$ cat config.mk
export PLATFORM = sky130hd
export DESIGN_NAME = rssign_seq
export DESIGN_NICKNAME = d
export VERILOG_FILES = /design/src/rtl/rsdsa_pkg.sv /design/src/rtl/rsstep_rom.sv /design/src/rtl/rssign_seq.sv
export SDC_FILE = /design/constraint.sdc
export NUM_CORES = 1
export LEC_CHECK = 0
export ABC_CLOCK_PERIOD_IN_PS = 3950
export BUFFER_PORTS_ARGS = -buffer_cell sky130_fd_sc_hd__buf_2
export CAP_MARGIN = 10
export CORE_AREA = 2 2 208 210
export CTS_BUF_LIST = sky130_fd_sc_hd__clkbuf_2
export CTS_CLUSTER_DIAMETER = 100
export DETAILED_ROUTE_END_ITERATION = 16
export DIE_AREA = 0 0 210 212
export SETUP_SLACK_MARGIN = 0.4
export SKIP_CTS_REPAIR_TIMING = 1
export SYNTH_ARGS = -nofsm -noshare
export SYNTH_HDL_FRONTEND = slang
export SYNTH_HIERARCHICAL = 1
export SYNTH_SLANG_ARGS = --single-unit
$ cat constraint.sdc
create_clock -name clk -period 3.95 [get_ports clk]
set_clock_uncertainty 0.15 [all_clocks]
set_input_delay 0.1975 -clock clk [delete_from_list [all_inputs] [get_ports clk]]
set_output_delay 0.1975 -clock clk [all_outputs]
set_load 0.03 [all_outputs]
$ cat src/rtl/rsdsa_pkg.sv
// rtl/rsdsa_pkg.sv - shared RAM slots, ALU opcodes and step record for the ECDSA sequencers
package rsdsa_pkg;

    // Scratch RAM slot map
    localparam logic [4:0] K_INV  = 5'd12;
    localparam logic [4:0] R_NUM  = 5'd13;
    localparam logic [4:0] S_NUM  = 5'd14;
    localparam logic [4:0] X_KG   = 5'd15;
    localparam logic [4:0] HASH   = 5'd16;
    localparam logic [4:0] PRKEY  = 5'd17;
    localparam logic [4:0] ZRRAM  = 5'd18;
    localparam logic [4:0] ONERAM = 5'd19;
    localparam logic [4:0] K_NUM  = 5'd20;
    localparam logic [4:0] S_RP   = 5'd29;
    localparam logic [4:0] S_RPH  = 5'd30;
    localparam logic [4:0] BLNK   = 5'd31;

    // Shared ALU opcodes
    typedef enum logic [1:0] {
        FA  = 2'b00,
        MUL = 2'b01,
        INV = 2'b10
    } alu_op_e;

    // One arithmetic step: dst <= op(srcA, srcB)
    typedef struct packed {
        alu_op_e    op;
        logic [4:0] src_a;
        logic [4:0] src_b;
        logic [4:0] dst;
    } step_rec_t;

endpackage

$ cat src/rtl/rsstep_rom.sv
// rtl/rsstep_rom.sv - step index to (op, A, B, dst) map for the signature sequence
module rsstep_rom
    import rsdsa_pkg::*;
(
    input  logic [1:0] i_step,
    output step_rec_t  o_rec
);

    // r = x_kG + 0, then s = (r*priv + hash) * k^-1
    always_comb begin
        o_rec = '{op: FA, src_a: X_KG, src_b: ZRRAM, dst: R_NUM};
        case (i_step)
            2'd0: o_rec = '{op: FA,  src_a: X_KG,  src_b: ZRRAM, dst: R_NUM};
            2'd1: o_rec = '{op: MUL, src_a: R_NUM, src_b: PRKEY, dst: S_RP};
            2'd2: o_rec = '{op: FA,  src_a: S_RP,  src_b: HASH,  dst: S_RPH};
            2'd3: o_rec = '{op: MUL, src_a: S_RPH, src_b: K_INV, dst: S_NUM};
            default: o_rec = '{op: FA, src_a: X_KG, src_b: ZRRAM, dst: R_NUM};
        endcase
    end

endmodule

$ cat src/rtl/rssign_seq.sv
// rtl/rssign_seq.sv - sequences the shared ALU through r and s of the ECDSA signature
module rssign_seq
    import rsdsa_pkg::*;
#(
    parameter int WID  = 256,
    parameter int AWID = 5,
    parameter int TOUT = 65535
) (
    input  logic            clk,
    input  logic            rst,
    input  logic            start,
    output logic            busy,
    output logic            done,
    output logic            rzero,
    output logic            szero,
    output logic            tout,
    output logic [AWID-1:0] ramra,
    output logic [AWID-1:0] ramwa,
    output logic [WID-1:0]  ramwd,
    output logic            ramwe,
    output logic            aen,
    output logic [1:0]      aop,
    input  logic [WID-1:0]  adi,
    input  logic            adivld
);

    typedef enum logic [2:0] {IDLE, LDA, LDB, WAIT, NEXT} state_e;

    state_e          r_state, w_state;
    logic [1:0]      r_step, w_step;
    logic [15:0]     r_wdog, w_wdog;
    logic            r_zres, w_zres;
    logic            r_busy, w_busy;
    logic            r_done, w_done;
    logic            r_rzero, w_rzero;
    logic            r_szero, w_szero;
    logic            r_tout, w_tout;
    logic [AWID-1:0] r_ramra, w_ramra;
    logic [AWID-1:0] r_ramwa, w_ramwa;
    logic [WID-1:0]  r_ramwd, w_ramwd;
    logic            r_ramwe, w_ramwe;
    logic            r_aen, w_aen;
    alu_op_e         r_aop, w_aop;
    step_rec_t       w_rec;

    rsstep_rom u_rom (
        .i_step (r_step),
        .o_rec  (w_rec)
    );

    // Next-state and next-output logic; every output is registered below
    always_comb begin
        w_state = r_state;
        w_step  = r_step;
        w_wdog  = r_wdog;
        w_zres  = r_zres;
        w_busy  = r_busy;
        w_done  = 1'b0;
        w_rzero = r_rzero;
        w_szero = r_szero;
        w_tout  = r_tout;
        w_ramra = AWID'(ZRRAM);
        w_ramwa = AWID'(BLNK);
        w_ramwd = r_ramwd;
        w_ramwe = 1'b0;
        w_aen   = 1'b0;
        w_aop   = r_aop;
        case (r_state)
            IDLE: begin
                if (start) begin
                    w_rzero = 1'b0;
                    w_szero = 1'b0;
                    w_tout  = 1'b0;
                    w_step  = 2'd0;
                    w_busy  = 1'b1;
                    w_state = LDA;
                end
            end
            LDA: begin
                w_ramra = AWID'(w_rec.src_a);
                w_aop   = w_rec.op;
                w_state = LDB;
            end
            LDB: begin
                w_ramra = AWID'(w_rec.src_b);
                w_aen   = 1'b1;
                w_wdog  = 16'd0;
                w_state = WAIT;
            end
            WAIT: begin
                if (adivld) begin
                    w_ramwe = 1'b1;
                    w_ramwa = AWID'(w_rec.dst);
                    w_ramwd = adi;
                    w_zres  = (adi == '0);
                    w_state = NEXT;
                end else if (r_wdog == 16'(TOUT - 1)) begin
                    // ALU never answered: abort without writing anything
                    w_tout  = 1'b1;
                    w_done  = 1'b1;
                    w_busy  = 1'b0;
                    w_state = IDLE;
                end else begin
                    w_wdog  = r_wdog + 16'd1;
                    w_ramra = r_ramra;
                end
            end
            NEXT: begin
                if (r_step == 2'd0 && r_zres) begin
                    w_rzero = 1'b1;
                    w_done  = 1'b1;
                    w_busy  = 1'b0;
                    w_state = IDLE;
                end else if (r_step == 2'd3) begin
                    w_szero = r_zres;
                    w_done  = 1'b1;
                    w_busy  = 1'b0;
                    w_state = IDLE;
                end else begin
                    w_step  = r_step + 2'd1;
                    w_state = LDA;
                end
            end
            default: w_state = IDLE;
        endcase
    end

    // State and output registers with synchronous reset
    always_ff @(posedge clk) begin
        if (rst) begin
            r_state <= IDLE;
            r_step  <= 2'd0;
            r_wdog  <= 16'd0;
            r_zres  <= 1'b0;
            r_busy  <= 1'b0;
            r_done  <= 1'b0;
            r_rzero <= 1'b0;
            r_szero <= 1'b0;
            r_tout  <= 1'b0;
            r_ramra <= AWID'(ZRRAM);
            r_ramwa <= AWID'(BLNK);
            r_ramwd <= '0;
            r_ramwe <= 1'b0;
            r_aen   <= 1'b0;
            r_aop   <= FA;
        end else begin
            r_state <= w_state;
            r_step  <= w_step;
            r_wdog  <= w_wdog;
            r_zres  <= w_zres;
            r_busy  <= w_busy;
            r_done  <= w_done;
            r_rzero <= w_rzero;
            r_szero <= w_szero;
            r_tout  <= w_tout;
            r_ramra <= w_ramra;
            r_ramwa <= w_ramwa;
            r_ramwd <= w_ramwd;
            r_ramwe <= w_ramwe;
            r_aen   <= w_aen;
            r_aop   <= w_aop;
        end
    end

    assign busy  = r_busy;
    assign done  = r_done;
    assign rzero = r_rzero;
    assign szero = r_szero;
    assign tout  = r_tout;
    assign ramra = r_ramra;
    assign ramwa = r_ramwa;
    assign ramwd = r_ramwd;
    assign ramwe = r_ramwe;
    assign aen   = r_aen;
    assign aop   = r_aop;

endmodule
==> flow_metrics.tcl, run 1 <==
set metrics [dict create \
    numClockSinks 297 \
    yosys-top-cells-area "dfxtp_1, nand2_1, a21oi_1" \
    dp_slack_ns 1.23 \
    syn_area_per_cell_um2 7.84 \
    syn_area_um2 11300 \
    dp_hpwl_um 31800 \
    status "aborted with a tool error" \
    die_y_um 212 \
    grt_max_degree 183 \
    synth_cell_types 54 \
    io_pins 535 \
    synthCells 1442 \
    cts_root_buffer "clkbuf_2" \
    placed_cells 2430 \
    cts.path.max_buffers 3 \
    fp.dieW_um 210 \
    yosys.area.top_type "dfxtp_1" \
    seq_area_frac_synth_pct 52.6 \
    async_flop_share_pct 0 \
    row_count 76 \
    gp_congestion 0.873 \
    synth_ff_type "dfxtp_1" \
    stop_stage "5_1_grt" \
    synth_top_area_share_pct 52.6 \
    ys_ff_latch 297 \
    cts-buffers-inserted 82 \
    port_buffers 534 \
    htreeDepth 3 \
    yosys_warnings 6 \
    start_util_pct 26.6 \
    error "[ERROR RSZ-0060] Max buffer count reached." \
    synth-edff-count 0 \
]
[cells by family after synthesis]
| family | after synthesis | synth area share (%) |
|---|---|---|
| xor gates and xnor gates | 7 | 0.542 |
| AOI/OAI and AO/OA | 309 | 14.4 |
| muxes | 3 | 0.277 |
| DFF | 297 | 52.6 |
| and+or+nand+nor | 702 | 26.6 |
| buffers and inverters | 113 | 4.48 |
| adders and majority gates | 9 | 0.996 |
| other | 2 | 0.0664 |
[through the flow]
stage | utilization [%] | hold WS (ns) | instance area (µm²)
after detailed placement | 33.7 | 0.293 | 14300
after floorplan | - | 0.184 | 11300
after global placement | 33.7 | 0.288 | 14300
after CTS | 35.5 | -0.960 | 15100
[synthesized netlist by cell type, types with 2 or more instances]
| cell | count |
|---|---|
| buf_6 | 2 |
| mux2i_1 | 2 |
| nor2_1 | 38 |
| o21ai_0 | 11 |
| nand4_1 | 17 |
| nand2_1 | 525 |
| o22ai_1 | 2 |
| or4_1 | 3 |
| a41oi_1 | 2 |
| nand3b_1 | 4 |
| nor3_1 | 8 |
| and3_1 | 5 |
| or3_1 | 8 |
| xor2_1 | 3 |
| nand3_1 | 8 |
| xnor2_1 | 4 |
| buf_4 | 9 |
| inv_1 | 8 |
| clkbuf_1 | 66 |
| dfxtp_1 | 297 |
| ha_1 | 9 |
| a31oi_1 | 4 |
| nand2b_1 | 4 |
| buf_2 | 27 |
| nor3b_1 | 3 |
| conb_1 | 2 |
| o21ai_1 | 3 |
| nor4_1 | 66 |
| a21oi_1 | 270 |
| or2_1 | 2 |
| a22oi_1 | 5 |
| o22a_1 | 2 |
| a211oi_1 | 2 |
==> run 2: changes to the inputs <==
--- a/config.mk
+++ b/config.mk
@@ -8,12 +8,10 @@
 export ABC_CLOCK_PERIOD_IN_PS = 3950
 export BUFFER_PORTS_ARGS = -buffer_cell sky130_fd_sc_hd__buf_2
 export CAP_MARGIN = 10
-export CORE_AREA = 2 2 208 210
-export CTS_BUF_LIST = sky130_fd_sc_hd__clkbuf_2
-export CTS_CLUSTER_DIAMETER = 100
+export CORE_AREA = 2 2 206 208
 export DETAILED_ROUTE_END_ITERATION = 16
-export DIE_AREA = 0 0 210 212
-export SETUP_SLACK_MARGIN = 0.4
+export DIE_AREA = 0 0 208 210
+export PLACE_DENSITY_LB_ADDON = 0.15
 export SKIP_CTS_REPAIR_TIMING = 1
 export SYNTH_ARGS = -nofsm -noshare
 export SYNTH_HDL_FRONTEND = slang
==> run 2 against run 1 <==
- the flow now finishes, with violations (negative hold slack)
- synthesized cell count did not move
- area after synthesis did not move
==> flow_metrics.tcl, run 2 <==
set metrics [dict create \
    syn_area_per_cell_um2 7.84 \
    core-area_um2 41500 \
    instances_no_fill 2749 \
    status "complete, but fails checks" \
    p_leak_nw 7.64 \
    syn_area_um2 11300 \
    placed_cells 2424 \
    peakVddDrop_uv 322 \
    synth_ff_type "dfxtp_1" \
    powerDensity_nw_per_um2 394 \
    period_minus_slack_ns 2.80 \
    fillers 4194 \
    yosys-top-cells-area "dfxtp_1, nand2_1, a21oi_1" \
    seq_area_frac_synth_pct 52.6 \
    final_util_pct 43.9 \
    vias 12800 \
    yosys.area.top_type "dfxtp_1" \
    drt_wl_total_um 46900 \
    layout-drive-gt1-share_pct 27.6 \
    criticalPathCategory "reg -> reg" \
    ys_ff_latch 297 \
    cts_tree "built" \
    rsz0062_at_grt "no" \
    synth_commonest_cells "nand2_1, dfxtp_1, a21oi_1, clkbuf_1, nor4_1" \
    violations "negative hold slack" \
    grt_max_degree 150 \
    area_delta_synth_final_pct 60.9 \
    row_count 75 \
    fmax_mhz 357 \
    seqCellArea_um2 5950 \
    cts-buffers-inserted 36 \
    whs_ns -0.00606 \
    cts_root_buffer "clkbuf_16" \
    drtPass1Iterations 5 \
    final_antenna_net_count 0 \
    cp_data_required_time_ns 4.26 \
    drv_cap 0 \
    port_buffers 534 \
    htreeDepth 2 \
    nNetsFinal 2453 \
    multi_input_area_um2 4870 \
    start_util_pct 27.3 \
    finalSetupViolCount 0 \
    largest_reg_flops 256 \
    hold_viol 1 \
    maxSlewHeadroom_pct 34.6 \
    gp_congestion 0.818 \
    synthCells 1442 \
    setup-tns-final_ns 0 \
    wl_per_cell_um 17.1 \
    synth_most_common_cell "nand2_1" \
    synth_cell_types 54 \
    clk_latency_ns 0.52 \
    cp_max_fo 49 \
    drt_iter0_drc 683 \
    fp.dieW_um 208 \
    drc_errors 0 \
    first_global_vias 11200 \
    synth_top_area_share_pct 52.6 \
    io_pins 535 \
    numClockSinks 297 \
    grt_use_total_pct 19.4 \
    dieArea_um2 43700 \
    antenna_found_initial 2 \
    async_flop_share_pct 0 \
    grt_pass1_wl_um 66500 \
    post_drt_via_cell_ratio 4.64 \
    most-common-layout-cells "buf_2, nand2_1, dfxtp_1" \
    fin_crit_sh_pct 70.8 \
    hold_path_class "in -> reg" \
    mostFrequentLayoutCell "buf_2" \
    cts.path.max_buffers 3 \
    tightest_slew_ns 0.972 \
    clk_pin_slew_ns 0.06 \
    die_y_um 210 \
    overflow 0 \
    startpoint_type "flop" \
    worstSetupEndpointType "flop" \
    yosys_warnings 6 \
    arrival_ns 3.11 \
    final-max-slew-violation-count 0 \
    synth-edff-count 0 \
    dp_hpwl_um 33100 \
]
-- run 2: cell counts after synthesis --
No cell type changed its count.
-- run 2: area by class of cell --
cell class	count	share of cell area (%)
clock inverters	8	0.681
diodes	2	0.0275
clock buffers	54	5.93
well taps	539	3.71
flip-flops and latches	297	32.7
multi-input cells	1035	26.8
repair buffers	806	30.0
inverters	8	0.165
-- run 2: cells by family after synthesis --
group	after synthesis	share of synthesized area [%]
xor+xnor	7	0.542
fa+ha+maj	9	0.996
simple gates	702	26.6
other cells	2	0.0664
buf+inv	113	4.48
mux	3	0.277
flops	297	52.6
compound gates	309	14.4
-- run 2: where the power goes --
part           leakage (nW)  switching (mW)  internal, mW
combinational          4.66           0.384         0.346
sequential             2.40          0.0265          3.04
clock                 0.585            1.30          2.08
total                  7.64            1.72          5.46
-- run 2: worst paths after layout --
| path | startpoint | to | slack, ns | cells past startpoint |
|---|---|---|---|---|
| max | r_state[2] | ramwd[57] | 1.15 | 5 |
| min | rst | ramwd[229] | -0.006 | 2 |
| max reg2reg | r_state[2] | ramwd[57] | 1.15 | 5 |
| min reg2reg | ramwd[178] | ramwd[178] | 0.30 | 2 |
-- run 2: per-layer routing --
| metal | track usage [%] | share of wire, % | up-vias |
|---|---|---|---|
| li1 | - | - | 6319 |
| met1 | 22.9 | 41 | 5911 |
| met2 | 34.0 | 50 | 484 |
| met3 | 6.35 | 7.3 | 54 |
| met4 | 4.99 | 1.9 | 0 |
| met5 | 0 | 0 | - |
-- run 2: critical path, stage by stage (launching register included) --
cell and delay (ns):
dfxtp_1 0.52, and4b_4 0.96, buf_12 0.30, nand2_1 0.08, a21oi_1 0.12, dlygate4sd3_1 0.56
-- run 2: per-stage QoR --
stage          power (mW)  hold slack (ns)  instance area (µm²)  setup WS [ns]
2_1_floorplan        3.37            0.184                11300           2.13
3_3_place_gp         3.65            0.289                14400           1.06
3_5_place_dp         3.65            0.293                14400           1.08
4_1_cts              7.08           -0.274                15600           1.35
5_1_grt              7.47          0.00428                18200          0.992
6_report             7.18         -0.00606                18200           1.15
Power figures use the tool's default switching activity.
